--- src/rtl/pixel_layer_sequencer.sv ---
`default_nettype none
// ============================================================================
// Module      : pixel_layer_sequencer
// Description : Scans every layer register set for every pixel of a frame and
//               hands visible layers to the address calculation stage.
// Revision    : 1.0 - initial release
// ============================================================================
module pixel_layer_sequencer #(
    parameter int HOR_PIX    = 'd480,
    parameter int VER_PIX    = 'd272,
    parameter int NUM_LAYERS = 'd16,
    localparam int X_DEPTH   = $clog2(HOR_PIX),
    localparam int Y_DEPTH   = $clog2(VER_PIX),
    localparam int L_DEPTH   = $clog2(NUM_LAYERS)
) (
    input  logic               clk,
    input  logic               rst,
    input  logic               frameStart,
    output logic [L_DEPTH-1:0] layerRegAddr,
    input  logic [127:0]       layerRegData,
    output logic [127:0]       layerRegisters,
    output logic [X_DEPTH:0]   xPixel,
    output logic [Y_DEPTH:0]   yPixel,
    output logic [L_DEPTH-1:0] layerIndex,
    output logic               newCalculation,
    input  logic               calcRdy,
    input  logic               stall,
    output logic               resultValid,
    output logic               busy,
    output logic               frameDone
);

    localparam logic [X_DEPTH:0]   C_X_MAX = (X_DEPTH+1)'(HOR_PIX - 1);
    localparam logic [Y_DEPTH:0]   C_Y_MAX = (Y_DEPTH+1)'(VER_PIX - 1);
    localparam logic [L_DEPTH-1:0] C_L_MAX = L_DEPTH'(NUM_LAYERS - 1);

    typedef enum logic [2:0] {
        S_IDLE    = 3'd0,
        S_FETCH   = 3'd1,
        S_ISSUE   = 3'd2,
        S_WAIT    = 3'd3,
        S_ADVANCE = 3'd4
    } state_t;

    state_t               r_state;
    state_t               w_next_state;
    logic [X_DEPTH:0]     r_x;
    logic [Y_DEPTH:0]     r_y;
    logic [L_DEPTH-1:0]   r_layer;
    logic [127:0]         r_layer_regs;
    logic                 r_frame_done;

    logic                 w_visible;
    logic                 w_last_layer;
    logic                 w_last_x;
    logic                 w_last_y;
    logic                 w_frame_end;
    logic                 w_new_calc;
    logic                 w_result_valid;

    // A layer is visible only when both its enable and its on-screen bit are set.
    assign w_visible    = layerRegData[0] & layerRegData[2];
    assign w_last_layer = (r_layer == C_L_MAX);
    assign w_last_x     = (r_x == C_X_MAX);
    assign w_last_y     = (r_y == C_Y_MAX);
    assign w_frame_end  = (r_state == S_ADVANCE) && w_last_layer && w_last_x && w_last_y;

    always_comb begin
        w_next_state   = r_state;
        w_new_calc     = 1'b0;
        w_result_valid = 1'b0;
        case (r_state)
            S_IDLE: begin
                if (frameStart) begin
                    w_next_state = S_FETCH;
                end
            end
            S_FETCH: begin
                w_next_state = S_ISSUE;
            end
            S_ISSUE: begin
                if (w_visible) begin
                    w_new_calc   = 1'b1;
                    w_next_state = S_WAIT;
                end else begin
                    w_next_state = S_ADVANCE;
                end
            end
            S_WAIT: begin
                // calcRdy is only looked at here, never in the issue cycle.
                if (calcRdy && !stall) begin
                    w_result_valid = 1'b1;
                    w_next_state   = S_ADVANCE;
                end
            end
            S_ADVANCE: begin
                if (w_last_layer && w_last_x && w_last_y) begin
                    w_next_state = S_IDLE;
                end else begin
                    w_next_state = S_FETCH;
                end
            end
            default: begin
                w_next_state = S_IDLE;
            end
        endcase
    end

    always_ff @(posedge clk or negedge rst) begin
        if (!rst) begin
            r_state <= S_IDLE;
        end else begin
            r_state <= w_next_state;
        end
    end

    always_ff @(posedge clk or negedge rst) begin
        if (!rst) begin
            r_x          <= '0;
            r_y          <= '0;
            r_layer      <= '0;
            r_layer_regs <= '0;
            r_frame_done <= 1'b0;
        end else begin
            r_frame_done <= w_frame_end;
            case (r_state)
                S_IDLE: begin
                    if (frameStart) begin
                        r_x     <= '0;
                        r_y     <= '0;
                        r_layer <= '0;
                    end
                end
                S_ISSUE: begin
                    r_layer_regs <= layerRegData;
                end
                S_ADVANCE: begin
                    // Layer is the fastest counter, then x, then y.
                    if (w_last_layer) begin
                        r_layer <= '0;
                        if (w_last_x) begin
                            r_x <= '0;
                            if (w_last_y) begin
                                r_y <= '0;
                            end else begin
                                r_y <= r_y + (Y_DEPTH+1)'(1);
                            end
                        end else begin
                            r_x <= r_x + (X_DEPTH+1)'(1);
                        end
                    end else begin
                        r_layer <= r_layer + L_DEPTH'(1);
                    end
                end
                default: begin
                end
            endcase
        end
    end

    assign layerRegAddr   = r_layer;
    assign layerIndex     = r_layer;
    assign xPixel         = r_x;
    assign yPixel         = r_y;
    assign layerRegisters = r_layer_regs;
    assign newCalculation = w_new_calc;
    assign resultValid    = w_result_valid;
    assign busy           = (r_state != S_IDLE);
    assign frameDone      = r_frame_done;

endmodule
`default_nettype wire

--- config.mk ---
export PLATFORM = sky130hd
export DESIGN_NAME = pixel_layer_sequencer
export DESIGN_NICKNAME = d
export VERILOG_FILES = /design/src/rtl/pixel_layer_sequencer.sv
export SDC_FILE = /design/constraint.sdc
export NUM_CORES = 1
export LEC_CHECK = 0
export CORE_MARGIN = 2
export CORE_UTILIZATION = 38
export CTS_CLUSTER_DIAMETER = 60
export CTS_CLUSTER_SIZE = 10
export DETAILED_ROUTE_END_ITERATION = 12
export PLACE_DENSITY = 0.86
export SLEW_MARGIN = 20
export SYNTH_ARGS = -nofsm -noshare
export SYNTH_HDL_FRONTEND = slang
export SYNTH_SLANG_ARGS = --single-unit
--- constraint.sdc ---
create_clock -name clk -period 2.15 [get_ports clk]
set_input_delay 0.5375 -clock clk [delete_from_list [all_inputs] [get_ports clk]]
set_output_delay 0.5375 -clock clk [all_outputs]
set_load 0.01 [all_outputs]
Yosys cells after proc, flatten, opt, wreduce, memory -nomap -nowiden
Index checks and enable logic that the tools add are counted.
- add/sub/neg operators: 3
- equality and inequality tests: 11
- multiplexer cells: 20
- bitwise logic cells: 1
- reduce and logical (&&, ||, !) cells: 14
- operators by type and width (cell ; number):
    $mux 10 ; 6
    $pmux 10 s2 ; 2
    $add 10x1->10 const B ; 2
    $eq 10x9->1 const B ; 2
    $pmux 3 s5 ; 1
    $mux 3 ; 3
    $mux 4 ; 2
    $ne 2x2->1 const B ; 4
    $pmux 4 s2 ; 1
    $eq 3x2->1 const B ; 2
    $logic_and 1x1->1 ; 6
    $mux 1 ; 5
    $add 4x1->4 const B ; 1
    $eq 4x4->1 const B ; 1
    $reduce_and 2->1 ; 2
    $reduce_and 4->1 ; 1
    $eq 3x1->1 const B ; 1
    $eq 3x3->1 const B ; 1
    $logic_not 3->1 ; 1
    $reduce_and 3->1 ; 1
    $reduce_bool 3->1 ; 1
    $reduce_bool 2->1 ; 1
    $and 1x1->1 ; 1
    $logic_not 1->1 ; 1
- flip-flop bits (word level): 156
- bits of input ports: 133
- output and inout port bits: 160
- word-level logic and storage cells: 55

Logic depth before layout (Yosys ltp)
Gate-level depths: netlist of run 1.
- depth after elaboration: 5
- gate-level depth with buffers: 7
- mapped depth without buffers: 5

Worst setup path before layout of run 1
Ideal clock, no wire load.
- path kind: register to register
- from: register r_y[4], in the netlist yPixel[4]
- to: register r_y[8], in the netlist yPixel[8]
- library setup time: 121 ps
- arrival time: 1922 ps
- required time: 2029 ps
- path slack: 107 ps
- stages on the path, launching flop included: 5
- path buffers: 0
- clock period less this slack: 2043 ps
- cells stage by stage: dfrtp_1 -> or4b_4 -> o41a_4 -> a211o_1 -> a22o_1
- word-level cells in the longest chain between the ends: 5
- elaborated cells on any way between the ends: 6
- classes of those cells: add/sub (1); eq/ne (1); mux (4)
- ends and longest elaborated chain (item ; line ; text):
    start: declaration ; 48 ; logic [Y_DEPTH:0] r_y;
    start signal: assignment ; 146 ; r_y <= r_y + (Y_DEPTH+1)'(1);
    $add 10x1->10 / $eq 10x9->1 (equally long branches) ; 146, 65 ;
    $mux 10 (*) ; 143 ; if (w_last_y) begin
    $mux 10 (*) ; 141 ; if (w_last_x) begin
    $mux 10 (*) ; 139 ; if (w_last_layer) begin
    $pmux 10 s2 (*) ; 126 ; case (r_state)
Mark *: on every way between the ends. The rest lies on a longest branch, timed or not. The select of a mux whose other input is x is not followed.
A chain may end at the register's enable or synchronous reset.

Final worst setup path of run 1
- from: register r_y[6], in the netlist yPixel[6]
- to: output port yPixel[6]
- RTL lines (item ; line ; text):
    end: declaration ; 23 ; output logic [Y_DEPTH:0] yPixel,
No word-level cell between the ends.

==> results of run 1 <==
-- state kept, by name, indices dropped and copies added, names as in the netlist --
name and flops:
xPixel 10, frameDone 1, layerIndex 4, yPixel 10, r_state 3, layerRegisters 128
-- stage by stage --
step	worst slack (ps)	area (um2)
floorplan	107	6380
global placement	-148	9730
detailed placement	-218	9730
CTS	29.4	10400
global route	12.7	10400
finish	77.7	10400
-- timing repair --
item / CTS / global route
resized for setup: 10 / 5
buffers inserted: 8 / 0
setup endpoints to repair: 3 / 6
-- final timing paths --
kind | startpoint | end | slack (ps) | cells after the start
worst max-delay path | yPixel[6] | yPixel[6] | 80 | 1
worst min-delay path | rst | layerRegisters[60] | 20 | 1
worst max register to register | r_state[0] | yPixel[9] | 140 | 8
worst min register to register | r_state[2] | r_state[1] | 500 | 1
max in group asynchronous | rst | xPixel[5] | 1420 | 2
min in group clk | r_state[2] | r_state[1] | 500 | 1
-- synth_stat cells (3+ instances only) --
library cell	instances	area, um2
a211o_1	3	26.3
a211oi_1	3	22.5
a21o_1	4	30.0
a21oi_1	4	20.0
a31oi_1	7	43.8
and3_1	8	50.1
buf_2	14	70.1
buf_4	4	30.0
clkbuf_1	12	45.0
dfrtp_1	156	3900
ha_1	3	37.5
inv_1	4	15.0
mux2_2	128	1440
nand2_1	20	75.1
nand3_1	9	45.0
nand4_1	3	18.8
nor2_1	16	60.1
nor3_1	3	15.0
nor4_1	3	18.8
o21ai_0	22	110
o31ai_1	8	60.1
-- layout make-up --
type / count / area, um2 / share of cell area
Clock buffer: 19 / 433 / 0.0417
Clock inverter: 13 / 155 / 0.0149
Inverter: 4 / 15.0 / 0.00145
Multi-Input combinational cell: 271 / 2340 / 0.225
Sequential cell: 156 / 3910 / 0.376
Tap cell: 220 / 275 / 0.0265
Timing Repair Buffer: 326 / 3260 / 0.314
-- cells in the final DEF (no fill, tap or decap), drive strengths merged, types with 4 or more instances in the layout --
| cell type | n |
|---|---|
| dfrtp | 156 |
| inv | 10 |
| nand2 | 20 |
| o21ai | 22 |
| clkbuf | 19 |
| nor2 | 16 |
| and3 | 8 |
| o31ai | 8 |
| nand3 | 9 |
| a31oi | 7 |
| clkdlybuf4s50 | 288 |
| a21o | 4 |
| clkinvlp | 5 |
| mux2 | 128 |
| a21oi | 4 |
| buf | 36 |
-- cells by family after synthesis --
group,synth area share
muxes,0.226
AOI/OAI and AO/OA,0.0698
DFF,0.612
buffers and inverters,0.0251
and+or+nand+nor,0.0619
adders and majority gates,0.00588
-- report_power, final --
group          leakage (nW)  switching (W)  total (W)  internal, W
clock                 0.271        0.00128    0.00302      0.00174
combinational          2.14        0.00268    0.00704      0.00437
sequential             1.89       0.000728    0.00503      0.00430
total                  4.29        0.00468     0.0151       0.0104
-- layer usage --
layer,part of all wire,wire (um)
met1,0.39,6840
met2,0.53,9230
met3,0.064,1120
met4,0.021,366
met5,0,0
==> metrics.cfg, run 1 <==
[worst_setup_path]
required_ps=1610
worstPathArrival_ps=1530
critPathKind=reg2out
cp_slowest_cell=clkdlybuf4s50_1
worstSetupEndpointType=primary output
worstSetupStartpointType=register
cp_cell_sequence=clkdlybuf4s50_1
critPathMaxStageDelay_ps=610
crit_fanout=9
crit_buf_inv=1
critPathTopFamily=buffers and inverters

[clock_tree]
cts_buffer_depth=2
cts.sinks=156
clk_pin_slew_worst_paths_ps=70
clk_latency_ps=420
cts_root_buf=clkbuf_16
cts_tree=yes
ctsHtreeMaxLevel=4
cts-hold-fix-buffers=0
numCtsBuffers=17

[final_layout]
drive_gt1_frac=0.265
post-route-util=0.629
nFillCells=1264
diodes=0
stdcell_count=1009
layout.nets=912
area_delta_synth_final_pct=62.7

[global_routing]
antenna_found_initial=0
grt_use_met2=0.342
track_usage=0.194
grt_max_degree=62
grt_remaining_overflow=0
met3_usage=0.0533
met1_usage=0.228
grt.busiest_layer=met2
grt_pass1_vias=5194
grt_pass1_wl_um=27100

[timing]
slew_viol_final=0
hold_viol=0
rsz0062_at_grt=false
fin_crit_sh=0.964
fmax_mhz=483
tightest_slew_ps=452
max_slew_margin=0.699
finalSetupViolCount=0
min_period_ps=2070
holdWs_ps=18.7
fin_setup_tns_ps=0
clock_skew_ps=11.1

[placed_design]
port_buffers=292
routabilityCongestion=0.816
dp.cells=969
hpwl_um=12800

[floorplanning]
die_w_um=134
die_y_um=134
coreArea_um2=16500
std_cell_rows=47
start_util=0.386
pin_count=293
die_area_um2=17900

[synthesis]
synth_cells=461
synth_nets=597
ys.flop_type=dfrtp_1
ys_types=43
avgSynthCellArea_um2=13.8
ys_warn_count=0
synth-async-reset-ratio=1.00
ys_seq_area_frac=0.612
ys_seq_elements=156
synth_edf_count=0
synth_area_um2=6380

[power]
power_density_nw_per_um2=1450
total_power_w=0.0151
peakVddDrop_uv=752
leakagePower_nw=4.29

[detailed_routing]
vias_per_cell=4.94
wl_per_cell_um=17.4
antenna_left=0
num_vias=4984
wl_um=17600
drc=0
firstDrtPassIters=4
drt_iter0_drc=223

[flow_run]
maxCapViolations=0

[worst_hold_path]
hold_class=in2async

[run_status]
outcome=completed

No activity file was read; power rests on OpenSTA's default activity.
==> run 2: changes to the inputs <==
Settings changed: ABC_CLOCK_PERIOD_IN_PS from default to 2150.
==> results of run 2 <==
The final DEF is identical to that of run 1; final timing and power are the same.
==> run 3: changes to the inputs <==
--- a/config.mk
+++ b/config.mk
@@ -9,7 +9,9 @@
 export CORE_MARGIN = 2
 export CORE_UTILIZATION = 38
+export CTS_BUF_LIST = sky130_fd_sc_hd__clkbuf_4 sky130_fd_sc_hd__clkbuf_8
 export CTS_CLUSTER_DIAMETER = 60
 export CTS_CLUSTER_SIZE = 10
 export DETAILED_ROUTE_END_ITERATION = 12
+export GPL_ROUTABILITY_DRIVEN = 0
 export PLACE_DENSITY = 0.86
 export SLEW_MARGIN = 20
==> constraint.sdc (replaced) <==
create_clock -name clk -period 2.15 [get_ports clk]
set_input_delay 0.5375 -clock clk [delete_from_list [all_inputs] [get_ports clk]]
set_output_delay 0.5375 -clock clk [all_outputs]
set_load 0.1 [all_outputs]
==> run 3 against run 2 <==
Global-route usage fell by 0.43 points. Sequential cell count is the same. Fmax decreased by 1.8%. Critical path depth grew 3. Utilization fell by 2.7 points. Die area did not move. Via count up 1.3%. Critical path type is now reg2reg. Highest routed layer unchanged.
==> metrics.cfg, run 3 (synthesis results as in run 1) <==
[worst_hold_path]
min_to=r_state[1]
hold_depth=1
hold_class=reg2reg
min-delay-start=r_state[2]

[final_layout]
largest_register_ffs=128  ; unchanged
drive_gt1_frac=0.494  ; +0.229
final_cell_mix=buf_4 (173), dfrtp_1 (134), clkdlybuf4s50_1 (131), mux2_2 (128), o21ai_0 (22)
layout.nets=907  ; -0.55%
post-route-util=0.602  ; -0.0270
diodes=0  ; unchanged
area_delta_synth_final_pct=55.7
nFillCells=1255  ; -0.71%
final_common_cell=buf_4

[global_routing]
antenna_found_initial=0  ; unchanged
grt_pass1_vias=5077  ; -2.3%
grt_pass1_wl_um=26600  ; -1.9%
track_usage=0.190  ; -0.00434
grt_remaining_overflow=0  ; unchanged
grt_max_degree=67  ; +8.1%

[worst_setup_path]
worstPathArrival_ps=2440  ; +910 ps
cp_slowest_cell=or4b_4
ff2ff_setup_slack_ps=40  ; -100 ps
crit_fanout=4  ; -5
worstSetupStartpointType=register
crit_start=yPixel[4]
rr_endpoint=yPixel[3]
critPathMaxStageDelay_ps=560  ; -50 ps
worstSetupEndpointType=register
r2r_cells=4  ; -4
required_ps=2480  ; +870 ps
critPathKind=reg2reg
cp_cell_sequence=or4b_4 -> o41a_4 -> a211o_1 -> a22o_1
r2r_start=yPixel[4]

[detailed_routing]
antenna_left=0  ; unchanged
drc=0  ; unchanged
vias_per_cell=5.03  ; +1.8%
drt_iter0_drc=226  ; +1.3%
firstDrtPassIters=4  ; unchanged
wl_um=17300  ; -1.2%
num_vias=5048  ; +1.3%
wl_per_cell_um=17.3  ; -0.73%

[run_status]
outcome=completed

[timing]
max_slew_margin=0.690  ; -0.00850
hold_viol=0  ; unchanged
finalSetupViolCount=0  ; unchanged
rsz0062_at_grt=true
slew_viol_final=0  ; unchanged
fmax_mhz=474  ; -1.8%
fin_crit_sh=0.982  ; +0.0179
tightest_slew_ps=458  ; +6.29 ps
min_period_ps=2110  ; +38.5 ps
clock_skew_ps=12.8  ; +1.74 ps

[placed_design]
hpwl_um=13000  ; +1.5%
port_buffers=292  ; unchanged

[floorplanning]
coreArea_um2=16500  ; unchanged
die_area_um2=17900  ; unchanged
die_y_um=134  ; unchanged
std_cell_rows=47  ; unchanged
die_w_um=134  ; unchanged
start_util=0.386  ; unchanged
pin_count=293  ; unchanged

[clock_tree]
clk_latency_ps=440  ; +20 ps
numCtsBuffers=17  ; unchanged
cts.sinks=156  ; unchanged
ctsHtreeMaxLevel=4  ; unchanged
clk_pin_slew_worst_paths_ps=80  ; about the same
cts_root_buf=clkbuf_8
cts_buffer_depth=2  ; unchanged
cts_tree=yes

[flow_run]
maxCapViolations=0  ; unchanged

[run 3: cell types whose count changed in the layout (fill, tap and decap cells not counted), moves of 12 or more]
cell	previous run	this run
clkbuf_8	0	20
dfrtp_1	152	134
buf_4	27	173
clkdlybuf4s50_1	288	131
dfrtp_2	4	16
clkbuf_16	17	0
[run 3: stage by stage]
| step | cell area, um2 | hold slack (ps) | instances | TNS, ps | worst slack, ps |
|---|---|---|---|---|---|
| after floorplan | 6430 | 242 | 461 | -481 | -384 |
| after global placement | 9440 | 432 | 965 | -662 | -81.9 |
| after detailed placement | 9440 | 430 | 965 | -823 | -107 |
| after CTS | 9890 | 473 | 1000 | 0 | 0.606 |
| after global routing | 9940 | 505 | 1004 | -48.0 | -24.3 |
| final | 9940 | 485 | 1004 | 0 | 39.2 |
[run 3: worst max-delay path, delay by kind of cell, from the launching register on]
family	cells	cell delay [ps]
flops	1	480
simple gates	1	560
compound gates	3	970
[run 3: repair_timing]
action | in CTS | in global routing
setup buffers | 2 | 4
hold buffers | 1 | 0
resized for setup | 7 | 6
endpoints found under the hold margin | 27 | 0
endpoints found under the setup margin | 2 | 7
pin swaps | 2 | 5
[run 3: worst max path at each step]
stage	cells past startpoint	slack [ps]	to
2_1_floorplan	4	-380	newCalculation
3_3_place_gp	6	-80	yPixel[9]
3_5_place_dp	6	-110	yPixel[6]
4_1_cts	3	0.6	busy
5_1_grt	5	-20	resultValid
6_report	4	40	yPixel[3]
[run 3: layout make-up]
| type | count | area (um2) | share of cell area |
|---|---|---|---|
| clock buffer | 20 | 275 | 0.0277 |
| clock inverter | 12 | 128 | 0.0128 |
| inverter | 4 | 15.0 | 0.00151 |
| multi-input combinational | 271 | 2370 | 0.238 |
| sequential | 156 | 3950 | 0.397 |
| tap | 220 | 275 | 0.0277 |
| timing repair buffer | 321 | 2930 | 0.295 |
[run 3: routing by layer]
layer	wire length, um	track usage	vias up
met4	391	0.0727	0
met2	8660	0.322	242
met1	6750	0.225	2470
met3	1540	0.0628	36
li1	-	-	2300
met5	0	0	-
Power of run 3 is not shown: default switching activity piles up to over one toggle a cycle in this logic, so the estimate is an artifact.
